### config.mk
export PLATFORM = sky130hd
export DESIGN_NAME = cop0_intr_ctrl
export DESIGN_NICKNAME = d
export VERILOG_FILES = /design/src/rtl/cop0_intr_ctrl.sv
export SDC_FILE = /design/constraint.sdc
export NUM_CORES = 1
export LEC_CHECK = 0
export CORE_MARGIN = 2
export CORE_UTILIZATION = 30
export DETAILED_ROUTE_END_ITERATION = 8
export MAX_ROUTING_LAYER = met4
export PLACE_DENSITY = 0.51
export SKIP_CTS_REPAIR_TIMING = 1
export SYNTH_ARGS = -nofsm -noshare
export SYNTH_HDL_FRONTEND = slang
export SYNTH_SLANG_ARGS = --single-unit
### constraint.sdc
create_clock -name clk -period 5.8 [get_ports clk]
set_clock_uncertainty 0.05 [all_clocks]
set_input_delay 0.87 -clock clk [delete_from_list [all_inputs] [get_ports clk]]
set_output_delay 0.87 -clock clk [all_outputs]
set_load 0.03 [all_outputs]
### src/rtl/cop0_intr_ctrl.sv
// Coprocessor-0 interrupt controller: Count/Compare timer, Status, Cause, EPC
// and the interrupt-redirect request toward the CPU.
module cop0_intr_ctrl #(
    parameter int unsigned REENABLE_HOLD = 3
) (
    input  logic        clk,
    input  logic        rst,
    input  logic        we,
    input  logic [4:0]  waddr,
    input  logic [31:0] wdata,
    input  logic [4:0]  raddr,
    output logic [31:0] rdata,
    input  logic [4:0]  hw_irq,
    input  logic        int_ack,
    input  logic [31:0] pc_in,
    output logic        int_req
);

    localparam int unsigned HOLD_W = (REENABLE_HOLD < 2) ? 1 : $clog2(REENABLE_HOLD + 1);

    localparam logic [4:0] REG_COUNT   = 5'd9;
    localparam logic [4:0] REG_COMPARE = 5'd11;
    localparam logic [4:0] REG_STATUS  = 5'd12;
    localparam logic [4:0] REG_CAUSE   = 5'd13;
    localparam logic [4:0] REG_EPC     = 5'd14;

    logic [31:0]       count_q, count_d;
    logic [31:0]       compare_q, compare_d;
    logic [5:0]        im_q, im_d;
    logic              ie_q, ie_d;
    logic [5:0]        ip_q, ip_d;
    logic [31:0]       epc_q, epc_d;
    logic [HOLD_W-1:0] hold_q, hold_d;
    logic [4:0]        irq_sync_q, irq_sync_d;
    logic [4:0]        irq_dly_q, irq_dly_d;

    logic       wr_count, wr_compare, wr_status, wr_cause;
    logic       timer_hit;
    logic       int_accept;
    logic [4:0] irq_edge;

    assign wr_count   = we && (waddr == REG_COUNT);
    assign wr_compare = we && (waddr == REG_COMPARE);
    assign wr_status  = we && (waddr == REG_STATUS);
    assign wr_cause   = we && (waddr == REG_CAUSE);

    // Request is held off while the post-reenable window is still counting down.
    assign int_req    = ie_q && ((ip_q & im_q) != 6'd0) && (hold_q == '0);
    assign int_accept = int_ack && int_req;

    // Next-state logic for all CP0 state; sets win over software clears.
    always_comb begin
        count_d    = count_q + 32'd1;
        compare_d  = compare_q;
        im_d       = im_q;
        ie_d       = ie_q;
        ip_d       = ip_q;
        epc_d      = epc_q;
        hold_d     = hold_q;
        irq_sync_d = hw_irq;
        irq_dly_d  = irq_sync_q;
        irq_edge   = irq_sync_q & ~irq_dly_q;

        if (wr_count) begin
            count_d = wdata;
        end
        // Match is against the value Count takes at this edge and the old Compare.
        timer_hit = (count_d == compare_q);

        if (wr_compare) begin
            compare_d = wdata;
        end

        if (wr_cause) begin
            ip_d[4:0] = wdata[14:10];
        end
        ip_d[4:0] = ip_d[4:0] | irq_edge;

        if (wr_compare) begin
            ip_d[5] = 1'b0;
        end else if (timer_hit) begin
            ip_d[5] = 1'b1;
        end

        if (wr_status) begin
            im_d = wdata[15:10];
            ie_d = wdata[0];
        end
        if (int_accept) begin
            ie_d  = 1'b0;
            epc_d = pc_in;
        end

        if (wr_status && ie_d) begin
            hold_d = HOLD_W'(REENABLE_HOLD);
        end else if (hold_q != '0) begin
            hold_d = hold_q - HOLD_W'(1);
        end
    end

    // State registers with synchronous active-low reset.
    always_ff @(posedge clk) begin
        if (!rst) begin
            count_q    <= '0;
            compare_q  <= '0;
            im_q       <= '0;
            ie_q       <= 1'b0;
            ip_q       <= '0;
            epc_q      <= '0;
            hold_q     <= '0;
            irq_sync_q <= '0;
            irq_dly_q  <= '0;
        end else begin
            count_q    <= count_d;
            compare_q  <= compare_d;
            im_q       <= im_d;
            ie_q       <= ie_d;
            ip_q       <= ip_d;
            epc_q      <= epc_d;
            hold_q     <= hold_d;
            irq_sync_q <= irq_sync_d;
            irq_dly_q  <= irq_dly_d;
        end
    end

    // mfc0 read mux.
    always_comb begin
        rdata = '0;
        case (raddr)
            REG_COUNT:   rdata = count_q;
            REG_COMPARE: rdata = compare_q;
            REG_STATUS:  rdata = {16'd0, im_q, 9'd0, ie_q};
            REG_CAUSE:   rdata = {16'd0, ip_q, 10'd0};
            REG_EPC:     rdata = epc_q;
            default:     rdata = '0;
        endcase
    end

endmodule

==> results.toml <==
[route]
viasPerCell = 5.20
routedWlPerCell_um = 19.0
drtPass1Iterations = 5
antenna_left = 0
via_count = 6562
drcViolationCount = 0
drt_wl_total_mm = 24.0
drtIter0Drc = 521

[clock_network]
cts.sinks = 121
cts_buffers = 17
cts_root_buf = "clkbuf_16"
h-tree-depth = 4
tritoncts = "done"
cts.path.max_buffers = 2
clk_pin_slew_ns = 0.06
clk_latency_ns = 0.42

[sta]
fmax_mhz = 225
timing.setup.tns_ns = 0
setup_violations = 0
whs_ns = 0.405
hold_viol = 0
slew_violations = 0
post-route-period-util_pct = 76.8
finalCriticalPeriod_ns = 4.45
worst_pin_slew_ns = 1.22
rsz0062_at_grt = "false"
relSlewSlack_pct = 18.3

[synthesis]
synth_simple_gate_area_share_pct = 25.6
synth_largest_area_cell = "dfxtp_1"
synth_most_common_cell = "nand2_1"
synth-adder-area-share_pct = 0.372
netlist_instances = 887
synth_compound_area_share_pct = 21.2
post_synth_instance_area_sq_um = 6740
synth_xor_area_share_pct = 8.79
synth_top_family_by_area = "simple AND/OR/NAND/NOR gates"
syn_nets = 972
ys_async_sr_fraction_pct = 0
yosysTopAreaCellShare_pct = 36.0
yosysWarningCount = 0
ys.flop_type = "dfxtp_1"
synth_seq_cells = 121
synth-seq-area-share_pct = 36.0
ys_top_cells_by_count = "nand2_1, dfxtp_1, a21oi_1, clkbuf_1, o21ai_0"
ys_types = 67
synth_edf_count = 0
avgSynthCellArea_sq_um = 7.59
synth.area.top_cells = "dfxtp_1, nand2_1, a21oi_1"
synth.area.mux_share_pct = 3.70

[floorplanning]
num_io_pins = 116
die_area_sq_um = 23700
die_w_um = 154
dieHeight_um = 154
core_sq_um = 22000
rows = 54
initial_core_util_pct = 30.7

[place]
gp_congestion = 0.877
port-buffer-count = 115
place_hpwl_mm = 17.6

[finish]
multiInputGateArea_sq_um = 4030
area_growth_syn_to_layout_pct = 28.7
utilization_pct = 39.5
antenna_cells = 0
fill_cells = 2295
layout.nets = 1053
post_route_cells_drive_above_1_share_pct = 6.73
regArea_sq_um = 2420

[status]
outcome = "finished clean"

[pwr]
peakVddDrop_v = 0.000149
p_sw_share_pct = 26.4
power.density_nw_per_um2 = 245
clockPowerShare_pct = 49.7
power.leakage_nw = 2.89
p_comb_share_pct = 9.4
p_sw_uw = 562
internal_power_mw = 1.56
seqPwrFrac_pct = 40.9

[global_route]
grt_overflow = 0
grt_max_degree = 71
grt_pass1_wl_mm = 36.9
antenna_found_initial = 0
grt_usage_pct = 21.0
grt_pass1_vias = 6215

[min_path]
min_path_cells = 1
hp-class = "register to register"
min_to = "irq_dly_q[2]"
min_from = "irq_dly_d[2]"

[setup_path]
r2r-end = "ip_q[5]"
critPathLaunchType = "input port"
crit_required_ns = 4.88
r2r_slack_ns = 2.63
critical_path.max_fanout = 22
r2r_start = "count_q[4]"
r2r_cells = 9
worst_ep_arrival_time_ns = 3.53
path_class = "input port to primary output"
endpoint_kind = "primary output"

[job]
cap_viol_max_count = 0
[how the worst max path moves through the flow]
stage	from	to	slack, ns	depth (start not counted)
6_report	raddr[3]	rdata[29]	1.35	9
5_1_grt	raddr[3]	rdata[24]	1.11	9
4_1_cts	raddr[3]	rdata[22]	1.32	9
3_5_place_dp	raddr[3]	rdata[25]	1.33	9
3_3_place_gp	raddr[3]	rdata[22]	1.29	9
2_1_floorplan	raddr[3]	rdata[20]	2.34	7
[per-layer routing]
metal / wire [um] / part of all wire, % / track usage (%) / vias up
met1: 12200 / 51 / 30.1 / 3068
met4: 474 / 2.0 / 6.28 / 0
met2: 10100 / 42 / 29.8 / 194
met3: 1190 / 5.0 / 3.86 / 32
li1: - / - / - / 3268
met5: 0 / 0 / - / -
[cell families after synthesis]
kind of cell | Yosys count
simple gates | 370
compound gates | 226
flops | 121
buf+inv | 78
xor+xnor | 66
mux | 24
fa+ha+maj | 2
[power by group through the flow]
stage          Clock (mW)  Combinational (mW)  Sequential, mW
4_1_cts              1.08               0.201           0.870
5_1_grt              1.11               0.218           0.872
3_5_place_dp            0               0.200           0.888
2_1_floorplan           0               0.103           0.879
6_report             1.06               0.200           0.870
3_3_place_gp            0               0.199           0.888
[worst max-delay path, stage by stage]
cell and delay (ns):
clkdlybuf4s50_1 0.44, nor2b_1 0.16, nand2_1 0.08, nor2_2 0.67, buf_4 0.28, a22o_1 0.13
nand2_1 0.05, o21ai_0 0.12, clkdlybuf4s50_1 0.71
[final cells by class]
class | instances | share of cell area [%]
sequential | 121 | 27.9
tap | 280 | 4.04
clock inverter | 13 | 1.54
inverter | 15 | 0.650
clock buffer | 19 | 5.11
timing repair buffer | 125 | 14.2
multi-input combinational | 688 | 46.5
[per-stage QoR]
stage / std cells / power [mW] / setup slack, ns / cell area (sq um)
global route: 1261 / 2.20 / 1.11 / 8670
global placement: 1229 / 1.09 / 1.29 / 8090
detailed placement: 1229 / 1.09 / 1.33 / 8090
floorplan: 887 / 0.982 / 2.34 / 6740
finish: 1261 / 2.13 / 1.35 / 8670
CTS: 1261 / 2.15 / 1.32 / 8670
[registers in the layout, summed over array words and instances, names as in the netlist]
| signal | cells |
|---|---|
| irq_dly_d | 5 |
| epc_q | 32 |
| count_q | 32 |
| irq_dly_q | 5 |
| compare_q | 32 |
| im_q | 6 |
| hold_q | 2 |
| ie_q | 1 |
| ip_q | 6 |
[placed cells by master (no fill, tap or decap), types with 6 or more instances in the layout]
master	count
a211oi_1	25
a21oi_1	77
a22o_1	22
a22oi_1	11
a31oi_1	12
and2_1	16
buf_4	9
clkbuf_16	17
clkdlybuf4s50_1	114
dfxtp_1	121
inv_1	14
mux2_2	7
mux2i_1	17
nand2_1	211
nand2b_1	9
nand3_1	17
nand4_1	10
nor2_1	42
nor2b_1	6
nor3_1	13
nor4_1	8
o21ai_0	47
or3_1	7
xnor2_1	30
xor2_1	35
No activity file was read; power rests on OpenSTA's default activity.
